## src/rtl/fpu_seq_core.sv

```systemverilog
// fpu_seq_core: multi-cycle floating-point add/sub/mul/div with start/done handshake.
// Subnormals flush to zero, rounding is truncation, and results carry per-operation exception flags.
module fpu_seq_core #(
  parameter int unsigned EXP_W = 5,
  parameter int unsigned MAN_W = 10,
  parameter int unsigned BIAS  = 15
) (
  input  logic                   clk,
  input  logic                   rst,
  input  logic                   start,
  input  logic [1:0]             op,
  input  logic [EXP_W+MAN_W:0]   a,
  input  logic [EXP_W+MAN_W:0]   b,
  output logic                   busy,
  output logic                   done,
  output logic [EXP_W+MAN_W:0]   result,
  output logic [3:0]             flags
);

  localparam int unsigned W  = 1 + EXP_W + MAN_W;  // packed word
  localparam int unsigned N  = MAN_W + 1;          // significand with hidden bit
  localparam int unsigned SW = MAN_W + 2;          // working mantissa {carry, hidden, frac}
  localparam int unsigned DW = MAN_W + 3;          // divider remainder
  localparam int unsigned XW = EXP_W + 2;          // signed working exponent
  localparam int unsigned CW = $clog2(MAN_W + 2);  // iteration counter

  localparam logic [1:0] OP_ADD = 2'b00;
  localparam logic [1:0] OP_SUB = 2'b01;
  localparam logic [1:0] OP_MUL = 2'b10;
  localparam logic [1:0] OP_DIV = 2'b11;

  localparam logic [3:0] S_IDLE   = 4'd0;
  localparam logic [3:0] S_UNPACK = 4'd1;
  localparam logic [3:0] S_ALIGN  = 4'd2;
  localparam logic [3:0] S_ADDSUB = 4'd3;
  localparam logic [3:0] S_MUL    = 4'd4;
  localparam logic [3:0] S_DIV    = 4'd5;
  localparam logic [3:0] S_NORM   = 4'd6;
  localparam logic [3:0] S_PACK   = 4'd7;
  localparam logic [3:0] S_DONE   = 4'd8;

  localparam logic [EXP_W-1:0]    EXP_ONES = '1;
  localparam logic [W-1:0]        QNAN     = {1'b0, EXP_ONES, 1'b1, {(MAN_W-1){1'b0}}};
  localparam logic signed [XW-1:0] EXP_MAX  = XW'((1 << EXP_W) - 1);
  localparam logic signed [XW-1:0] EXP_ZERO = '0;

  logic [3:0]              r_state;
  logic [3:0]              w_next;
  logic [1:0]              r_op;
  logic [W-1:0]            r_a;
  logic [W-1:0]            r_b;
  logic                    r_sa;
  logic                    r_sb;
  logic [EXP_W-1:0]        r_ea;
  logic [EXP_W-1:0]        r_eb;
  logic [SW-1:0]           r_ma;
  logic [SW-1:0]           r_mb;
  logic                    r_sign;
  logic signed [XW-1:0]    r_exp;
  logic [SW-1:0]           r_m;
  logic                    r_special;
  logic [W-1:0]            r_pre;
  logic [3:0]              r_flg;
  logic [N-1:0]            r_mcand;
  logic [2*N-1:0]          r_prod;
  logic [DW-1:0]           r_rem;
  logic [DW-1:0]           r_dvs;
  logic [CW-1:0]           r_cnt;
  logic                    r_busy;
  logic                    r_done;
  logic [W-1:0]            r_result;
  logic [3:0]              r_flags;

  // True when the working mantissa has the hidden bit set and no carry.
  function automatic logic is_norm(input logic [SW-1:0] m);
    return !m[SW-1] && m[SW-2];
  endfunction

  // Operand decode of the latched inputs.
  logic                 w_sa;
  logic                 w_sb_raw;
  logic                 w_sb_eff;
  logic                 w_sxor;
  logic [EXP_W-1:0]     w_ea_f;
  logic [EXP_W-1:0]     w_eb_f;
  logic [MAN_W-1:0]     w_fa;
  logic [MAN_W-1:0]     w_fb;
  logic                 w_za;
  logic                 w_zb;
  logic                 w_xa;
  logic                 w_xb;
  logic                 w_inv;
  logic                 w_dz;
  logic                 w_mz;
  logic                 w_unp_spc;

  assign w_sa      = r_a[W-1];
  assign w_sb_raw  = r_b[W-1];
  assign w_sb_eff  = w_sb_raw ^ (r_op == OP_SUB);
  assign w_sxor    = w_sa ^ w_sb_raw;
  assign w_ea_f    = r_a[W-2:MAN_W];
  assign w_eb_f    = r_b[W-2:MAN_W];
  assign w_fa      = r_a[MAN_W-1:0];
  assign w_fb      = r_b[MAN_W-1:0];
  assign w_za      = (w_ea_f == '0);
  assign w_zb      = (w_eb_f == '0);
  assign w_xa      = (w_ea_f == EXP_ONES);
  assign w_xb      = (w_eb_f == EXP_ONES);
  assign w_inv     = w_xa || w_xb || ((r_op == OP_DIV) && w_za && w_zb);
  assign w_dz      = !w_inv && (r_op == OP_DIV) && w_zb;
  assign w_mz      = !w_inv && !w_dz && r_op[1] && (w_za || w_zb);
  assign w_unp_spc = w_inv || w_dz || w_mz;

  // Alignment shifter: the smaller-exponent mantissa moves right by the exponent gap.
  logic                 w_a_big;
  logic [EXP_W-1:0]     w_shamt;
  logic [SW-1:0]        w_small;
  logic [SW-1:0]        w_small_sh;

  assign w_a_big    = (r_ea >= r_eb);
  assign w_shamt    = w_a_big ? (r_ea - r_eb) : (r_eb - r_ea);
  assign w_small    = w_a_big ? r_mb : r_ma;
  assign w_small_sh = (32'(w_shamt) >= 32'(SW)) ? '0 : (w_small >> w_shamt);

  // Magnitude add/subtract of aligned mantissas.
  logic                 w_same;
  logic                 w_a_ge;
  logic [SW-1:0]        w_as_m;
  logic                 w_as_s;
  logic                 w_as_zero;

  assign w_same    = (r_sa == r_sb);
  assign w_a_ge    = (r_ma >= r_mb);
  assign w_as_m    = w_same ? (r_ma + r_mb) : (w_a_ge ? (r_ma - r_mb) : (r_mb - r_ma));
  assign w_as_s    = w_same ? r_sa : (w_a_ge ? r_sa : r_sb);
  assign w_as_zero = (w_as_m == '0);

  // One shift-add multiplier step; the top SW product bits are kept.
  logic [N:0]           w_mul_sum;
  logic [2*N-1:0]       w_prod_nx;
  logic [SW-1:0]        w_mul_keep;

  assign w_mul_sum  = {1'b0, r_prod[2*N-1:N]} + (r_prod[0] ? {1'b0, r_mcand} : '0);
  assign w_prod_nx  = {w_mul_sum, r_prod[N-1:1]};
  assign w_mul_keep = w_prod_nx[2*N-1 -: SW];

  // One restoring-divider step; first quotient bit has weight 2, so 1.0 lands on the hidden bit.
  logic                 w_div_ge;
  logic [DW-1:0]        w_div_diff;
  logic [DW-1:0]        w_rem_nx;
  logic [SW-1:0]        w_q_nx;

  assign w_div_ge   = (r_rem >= r_dvs);
  assign w_div_diff = r_rem - r_dvs;
  assign w_rem_nx   = (w_div_ge ? w_div_diff : r_rem) << 1;
  assign w_q_nx     = {r_m[SW-2:0], w_div_ge};

  // Normalisation step: one right shift on carry, otherwise one left shift.
  logic [SW-1:0]        w_nm_nx;
  logic signed [XW-1:0] w_ne_nx;

  assign w_nm_nx = r_m[SW-1] ? (r_m >> 1) : (r_m << 1);
  assign w_ne_nx = r_m[SW-1] ? (r_exp + XW'(1)) : (r_exp - XW'(1));

  // Final packing with overflow/underflow saturation.
  logic [W-1:0]         w_pack_res;
  logic [3:0]           w_pack_flg;

  // Select the packed result and flags for the operation finishing in PACK.
  always_comb begin
    w_pack_res = {r_sign, r_exp[EXP_W-1:0], r_m[MAN_W-1:0]};
    w_pack_flg = 4'b0000;
    if (r_special) begin
      w_pack_res = r_pre;
      w_pack_flg = r_flg;
    end else if (r_exp >= EXP_MAX) begin
      w_pack_res = {r_sign, EXP_ONES, {MAN_W{1'b0}}};
      w_pack_flg = 4'b0010;
    end else if (r_exp <= EXP_ZERO) begin
      w_pack_res = {r_sign, {(W-1){1'b0}}};
      w_pack_flg = 4'b0001;
    end
  end

  // State register.
  always_ff @(posedge clk or negedge rst) begin
    if (!rst) r_state <= S_IDLE;
    else      r_state <= w_next;
  end

  // Next-state logic.
  always_comb begin
    w_next = r_state;
    case (r_state)
      S_IDLE:   if (start) w_next = S_UNPACK;
      S_UNPACK: begin
        if (w_unp_spc)          w_next = S_PACK;
        else if (!r_op[1])      w_next = S_ALIGN;
        else if (r_op == OP_MUL) w_next = S_MUL;
        else                    w_next = S_DIV;
      end
      S_ALIGN:  w_next = S_ADDSUB;
      S_ADDSUB: w_next = (w_as_zero || is_norm(w_as_m)) ? S_PACK : S_NORM;
      S_MUL:    if (r_cnt == '0) w_next = is_norm(w_mul_keep) ? S_PACK : S_NORM;
      S_DIV:    if (r_cnt == '0) w_next = is_norm(w_q_nx) ? S_PACK : S_NORM;
      S_NORM:   if (is_norm(w_nm_nx)) w_next = S_PACK;
      S_PACK:   w_next = S_DONE;
      S_DONE:   w_next = S_IDLE;
      default:  w_next = S_IDLE;
    endcase
  end

  // Datapath registers, advanced according to the current state.
  always_ff @(posedge clk or negedge rst) begin
    if (!rst) begin
      r_op      <= '0;
      r_a       <= '0;
      r_b       <= '0;
      r_sa      <= 1'b0;
      r_sb      <= 1'b0;
      r_ea      <= '0;
      r_eb      <= '0;
      r_ma      <= '0;
      r_mb      <= '0;
      r_sign    <= 1'b0;
      r_exp     <= '0;
      r_m       <= '0;
      r_special <= 1'b0;
      r_pre     <= '0;
      r_flg     <= '0;
      r_mcand   <= '0;
      r_prod    <= '0;
      r_rem     <= '0;
      r_dvs     <= '0;
      r_cnt     <= '0;
    end else begin
      case (r_state)
        S_IDLE: begin
          if (start) begin
            r_op <= op;
            r_a  <= a;
            r_b  <= b;
          end
        end
        S_UNPACK: begin
          r_special <= w_unp_spc;
          r_flg     <= {w_inv, w_dz, 2'b00};
          if (w_inv)     r_pre <= QNAN;
          else if (w_dz) r_pre <= {w_sxor, EXP_ONES, {MAN_W{1'b0}}};
          else           r_pre <= {w_sxor, {(W-1){1'b0}}};
          r_sa    <= w_sa;
          r_sb    <= w_sb_eff;
          r_ea    <= w_ea_f;
          r_eb    <= w_eb_f;
          r_ma    <= w_za ? '0 : {2'b01, w_fa};
          r_mb    <= w_zb ? '0 : {2'b01, w_fb};
          r_sign  <= w_sxor;
          if (r_op == OP_DIV) r_exp <= XW'(w_ea_f) - XW'(w_eb_f) + XW'(BIAS);
          else                r_exp <= XW'(w_ea_f) + XW'(w_eb_f) - XW'(BIAS);
          r_m     <= '0;
          r_mcand <= {1'b1, w_fa};
          r_prod  <= {{N{1'b0}}, 1'b1, w_fb};
          r_rem   <= DW'({1'b1, w_fa});
          r_dvs   <= DW'({1'b1, w_fb, 1'b0});
          r_cnt   <= (r_op == OP_MUL) ? CW'(N - 1) : CW'(SW - 1);
        end
        S_ALIGN: begin
          if (w_a_big) begin
            r_mb  <= w_small_sh;
            r_exp <= XW'(r_ea);
          end else begin
            r_ma  <= w_small_sh;
            r_exp <= XW'(r_eb);
          end
        end
        S_ADDSUB: begin
          r_m    <= w_as_m;
          r_sign <= w_as_s;
          if (w_as_zero) begin
            r_special <= 1'b1;
            r_pre     <= '0;
            r_flg     <= '0;
          end
        end
        S_MUL: begin
          r_prod <= w_prod_nx;
          r_cnt  <= r_cnt - CW'(1);
          if (r_cnt == '0) r_m <= w_mul_keep;
        end
        S_DIV: begin
          r_rem <= w_rem_nx;
          r_m   <= w_q_nx;
          r_cnt <= r_cnt - CW'(1);
        end
        S_NORM: begin
          r_m   <= w_nm_nx;
          r_exp <= w_ne_nx;
        end
        default: ;
      endcase
    end
  end

  // Handshake and result registers; result/flags load on DONE entry and hold afterwards.
  always_ff @(posedge clk or negedge rst) begin
    if (!rst) begin
      r_busy   <= 1'b0;
      r_done   <= 1'b0;
      r_result <= '0;
      r_flags  <= '0;
    end else begin
      r_done <= (r_state == S_PACK);
      if (r_state == S_IDLE && start) r_busy <= 1'b1;
      else if (r_state == S_DONE)     r_busy <= 1'b0;
      if (r_state == S_PACK) begin
        r_result <= w_pack_res;
        r_flags  <= w_pack_flg;
      end
    end
  end

  assign busy   = r_busy;
  assign done   = r_done;
  assign result = r_result;
  assign flags  = r_flags;

endmodule

```

## config.mk

```make
export PLATFORM = sky130hd
export DESIGN_NAME = fpu_seq_core
export DESIGN_NICKNAME = d
export VERILOG_FILES = /design/src/rtl/fpu_seq_core.sv
export SDC_FILE = /design/constraint.sdc
export NUM_CORES = 1
export LEC_CHECK = 0
export BUFFER_PORTS_ARGS = -buffer_cell sky130_fd_sc_hd__buf_2
export CORE_UTILIZATION = 33
export DETAILED_ROUTE_END_ITERATION = 10
export MAX_ROUTING_LAYER = met4
export PLACE_DENSITY = 0.52
export SLEW_MARGIN = 25
export SYNTH_ARGS = -nofsm -noshare
export SYNTH_HDL_FRONTEND = slang
export SYNTH_SLANG_ARGS = --single-unit
```

## constraint.sdc

```tcl
create_clock -name clk -period 5.63 [get_ports clk]
set_input_delay 1.126 -clock clk [delete_from_list [all_inputs] [get_ports clk]]
set_output_delay 1.126 -clock clk [all_outputs]
set_load 0.01 [all_outputs]
```

==> impl_metrics.toml, run 1 <==
[finish]
syn2layout_area_growth_pct = 11.2
final_common_cell = "nand2_1"
final_nets = 1506
layout-drive-gt1-share_pct = 12.4
final_cell_mix = "nand2_1 (202), dfrtp_1 (181), inv_1 (93)"
fillers = 3695
diodes = 0

[floorplan]
fp.dieW_um = 194
core-area_um2 = 35900
start_util_pct = 33.9
num_rows = 69
die_area_um2 = 37600
die_height_um = 194
pin_count = 59

[flow_run]
drv_cap = 0

[worst_setup_path]
critPathBufInv = 1
crit_required_ps = 5970
cp_top_family = "compound AO/OA/AOI/OAI gates"
crit_type = "reg2reg"
slowest_stage = "a221oi_2"
cp.arrival_ps = 4810
reg2reg_depth = 12
crit_cells = 12
slowest_delay_ps = 630
crit_path_frequent_cell = "a21oi_1"
worstSetupStartpointType = "flip-flop"
worstPathCellList = "inv_1 -> ha_1 -> a21oi_1 -> o211ai_2 -> a221oi_2 -> nand2_1 -> o311a_1 -> a21oi_1 -> nand4_1 -> or4_4 -> o21ai_4 -> mux2_4"
crit_fanout = 14
end_kind = "flip-flop"

[synth]
syn_inst = 1341
syn_nets = 1474
yosys_warnings = 0
synth_cell_types = 76
yosysSeqAreaShare_pct = 37.2
synthArstFlopShare_pct = 100
synth_area_um2 = 12200
yosysTopAreaCellShare_pct = 37.2
ys_ff_latch = 181
syn_avg_cell_area_um2 = 9.07
ys_top_cells_by_area = "dfrtp_1 (37%), ha_1 (8.8%), nand2_1 (6.2%)"
synth_edf_count = 0
yosysTopAreaCell = "dfrtp_1"
ys.flop_type = "dfrtp_1"

[clock_tree]
worstSkewPairLatency_ps = 460
ctsResizeCount = 0
cts_hold_buffers = 0
post-cts-setup-buffers = 0
htreeDepth = 4
clk_path_buf_depth = 2
root_buffer = "clkbuf_16"
tritoncts = "built"
clock_sinks = 181
numCtsBuffers = 17
cts.clk_slew.worst_paths_ps = 70

[drt]
ant_nets = 0
dr_total_vias = 10101
dr.pass1.iters = 7
vias_per_cell = 5.47
drc = 0
wl_per_cell_um = 19.2
drt_iter0_markers = 849
drt_wl_total_mm = 35.4

[timing]
rsz0062_at_grt = "false"
max_slew.worst_pin.slew_ps = 991
timing.final.crit_share_pct = 79.5
fin_hold_ws_ps = 466
setup_viol = 0
post-route-min-period_ps = 4480
relSlewSlack_pct = 33.7
fmax_ghz = 0.223
final.setup.tns_ps = 0
timing.final.ws_setup_ps = 1150
final-hold-violation-count = 0
slew_viol_final = 0
clock_skew_ps = 15.2

[grt]
track_usage_pct = 19.8
grt_overflow = 0
antenna_found_initial = 0
grt_first_pass_wirelength_mm = 57.0
grt_pass1_vias = 9823
grt_max_degree = 101

[worst_hold_path]
hold_depth = 2
hp-class = "reg2reg"

[outcome]
status = "finished clean"

[place]
preCtsSetupSlack_ps = 1260
routabilityCongestion = 0.883
port_buffers = 58
place_hpwl_mm = 26.6
[through the flow]
step | cell area [um2] | std cells | utilization, %
global placement | 12900 | 1815 | 36.0
floorplan | 12200 | 1341 | -
detailed placement | 12900 | 1815 | 36.0
CTS | 13500 | 1847 | 37.6
finish | 13500 | 1847 | 37.7
global route | 13500 | 1847 | 37.7
[layout make-up]
type                            count  area, um2  share of cell area [%]
Sequential cell                   181       4530                    33.5
Multi-Input combinational cell   1006       7070                    52.3
Tap cell                          461        577                    4.26
Clock inverter                     13        141                    1.05
Timing Repair Buffer               73        424                    3.14
Clock buffer                       19        433                    3.20
Inverter                           94        353                    2.61
[cells in the mapped netlist (15+ instances only)]
| master | instances |
|---|---|
| mux2i_1 | 38 |
| xnor2_1 | 26 |
| a22o_1 | 23 |
| a22oi_1 | 20 |
| xor2_1 | 17 |
| a31oi_1 | 19 |
| nand3_1 | 19 |
| inv_1 | 93 |
| clkbuf_1 | 46 |
| mux2_2 | 31 |
| o21ai_0 | 85 |
| ha_1 | 86 |
| nor2_1 | 79 |
| a21oi_1 | 75 |
| and2_1 | 15 |
| dfrtp_1 | 181 |
| nand2_1 | 202 |
| nor3_1 | 33 |
| a21o_1 | 25 |
[registers in the layout (all words and copies together) (netlist names), 2 cells and up]
register	cells
r_pre	3
r_prod	22
r_rem	13
r_m	12
r_mb	12
r_mcand	11
r_ma	12
r_b	16
r_op	2
r_dvs	10
result	16
r_a	16
flags	4
r_eb	5
r_state	4
r_ea	5
r_cnt	4
r_exp	7
[worst paths after layout]
path,startpoint,to,slack [ps]
worst max-delay path,r_ma[9],r_flg[2],1150
worst min-delay path,flags[2],flags[2],470
worst max register to register,r_ma[9],r_flg[2],1150
worst min register to register,flags[2],flags[2],470
max in group asynchronous,rst,flags[2],3950
min in group asynchronous,rst,r_b[7],690
[worst register-to-register path, cell delays in order, from the launching register on]
cell	delay (ps)
dfrtp_1	420
inv_1	80
ha_1	490
a21oi_1	270
o211ai_2	130
a221oi_2	630
nand2_1	410
o311a_1	480
a21oi_1	180
nand4_1	120
or4_4	570
o21ai_4	260
mux2_4	330
[metal layers]
metal / up-vias / track usage [%] / wire (um)
met5: - / - / 0
li1: 4856 / - / -
met2: 283 / 28.8 / 15400
met1: 4922 / 28.3 / 17700
met4: 0 / 5.14 / 584
met3: 40 / 3.50 / 1690
[cell families (layout without fill, tap and decap cells)]
| kind of cell | Yosys count | count (layout) | synth area share (%) |
|---|---|---|---|
| xor+xnor | 43 | 43 | 3.10 |
| buf+inv | 154 | 199 | 4.99 |
| fa+ha+maj | 96 | 96 | 10.5 |
| compound gates | 360 | 360 | 20.0 |
| simple gates | 425 | 425 | 15.9 |
| flops | 181 | 181 | 37.2 |
| mux | 82 | 82 | 8.28 |
Power of run 1 is left out: the tool's default activity adds up to more than one toggle a clock period on the data nets, which glitch-free logic cannot reach.
==> inputs of run 2 (changes only) <==
==> constraint.sdc (replaced) <==
create_clock -name clk -period 4.3 [get_ports clk]
set_input_delay 0.86 -clock clk [delete_from_list [all_inputs] [get_ports clk]]
set_output_delay 0.86 -clock clk [all_outputs]
set_load 0.01 [all_outputs]
==> impl_metrics.toml, run 2 (synthesis gave the netlist of run 1 again) <==
[floorplan]
die_height_um = 194
fp.dieW_um = 194
core-area_um2 = 35900
die_area_um2 = 37600
num_rows = 69
start_util_pct = 33.9
pin_count = 59

[place]
port_buffers = 58
preCtsSetupSlack_ps = 179
placed_cells = 1837
place_hpwl_mm = 26.9
routabilityCongestion = 0.911

[finish]
fin_cells = 1869
top_register = "r_prod"
syn2layout_area_growth_pct = 12.7
diodes = 0
layout-drive-gt1-share_pct = 13.9
largest_register_ffs = 22
final_cell_mix = "nand2_1 (202), dfrtp_1 (181), inv_1 (93)"
final_nets = 1528
final_common_cell = "nand2_1"

[grt]
grt_first_pass_wirelength_mm = 55.5
grt_max_degree = 102
track_usage_pct = 19.4
antenna_found_initial = 0
grt_overflow = 0
grt_pass1_vias = 9601

[clock_tree]
clk_path_buf_depth = 2
post-cts-setup-buffers = 0
tritoncts = "built"
cts.clk_slew.worst_paths_ps = 70
ctsResizeCount = 0
root_buffer = "clkbuf_16"
htreeDepth = 4
clock_sinks = 181
numCtsBuffers = 17
worstSkewPairLatency_ps = 450
cts_hold_buffers = 0

[drt]
dr.pass1.iters = 5
vias_per_cell = 5.36
drt_iter0_markers = 632
drt_wl_total_mm = 35.0
ant_nets = 0
wl_per_cell_um = 18.7
drc = 0
dr_total_vias = 10009

[worst_setup_path]
crit_fanout = 5
crit_path_frequent_cell = "or4_4"
crit_type = "reg2reg"
slowest_delay_ps = 560
worstPathCellList = "inv_1 -> ha_1 -> a21oi_4 -> o211ai_2 -> a221o_2 -> or4_4 -> a31oi_1 -> xor2_1 -> or4_1 -> or4_4 -> o21ai_4 -> buf_4 -> mux2i_1"
slowest_stage = "or4_4"
cp.arrival_ps = 4460
worstSetupStartpointType = "flip-flop"
crit_required_ps = 4670
end_kind = "flip-flop"
critPathBufInv = 2
cp_top_family = "simple AND/OR/NAND/NOR gates"

[timing]
clock_skew_ps = 17.0
fin_hold_ws_ps = 463
timing.final.ws_setup_ps = 210
relSlewSlack_pct = 31.0
final-hold-violation-count = 0
slew_viol_final = 0
rsz0062_at_grt = "false"
fmax_ghz = 0.245
timing.final.crit_share_pct = 95.1
post-route-min-period_ps = 4090
setup_viol = 0
max_slew.worst_pin.slew_ps = 1030
final.setup.tns_ps = 0

[worst_hold_path]
hp-class = "reg2reg"

[outcome]
status = "finished clean"

[flow_run]
drv_cap = 0
-- run 2: changes by cell type in the layout (fill, tap and decap cells not counted), sizes merged --
cell / change
buf: +22
clkbuf: -1
clkinv: +1
clkinvlp: +1
inv: -1
-- run 2: per-layer routing --
layer	wire [um]	GRT usage (%)	up-vias
met5	0	-	-
met4	779	5.70	0
met3	1290	3.20	39
met2	15000	27.6	226
met1	17900	28.0	4861
li1	-	-	4883
-- run 2: stage by stage --
| step | utilization, % | instance area (um2) |
|---|---|---|
| floorplan | - | 12200 |
| global placement | 36.5 | 13100 |
| detailed placement | 36.5 | 13100 |
| CTS | 38.1 | 13700 |
| global route | 38.2 | 13700 |
| finish | 38.2 | 13700 |
-- run 2: cell type report --
type                       count  area, um2
fill                        3708      22200
clock inverter                14        140
tap                          461        577
inverter                      94        353
clock buffer                  18        439
sequential                   181       4530
multi-input combinational   1006       7070
timing repair buffer          95        602
-- run 2: worst paths after layout --
kind	from	to	slack, ps	cells after the start
hold / removal	flags[2]	flags[2]	460	2
setup reg to reg	r_ma[7]	r_special	210	13
max in group asynchronous	rst	r_cnt[1]	2800	2
hold reg to reg	flags[2]	flags[2]	460	2
min in group asynchronous	rst	r_dvs[5]	490	1
setup / recovery	r_ma[7]	r_special	210	13
-- run 2: tightest hold or removal path, cell delays in order, from the launching register on --
cell	delay (ps)
dfrtp_1	340
nand2_1	50
nand2_1	50
Power of run 2 is left out for the same reason.
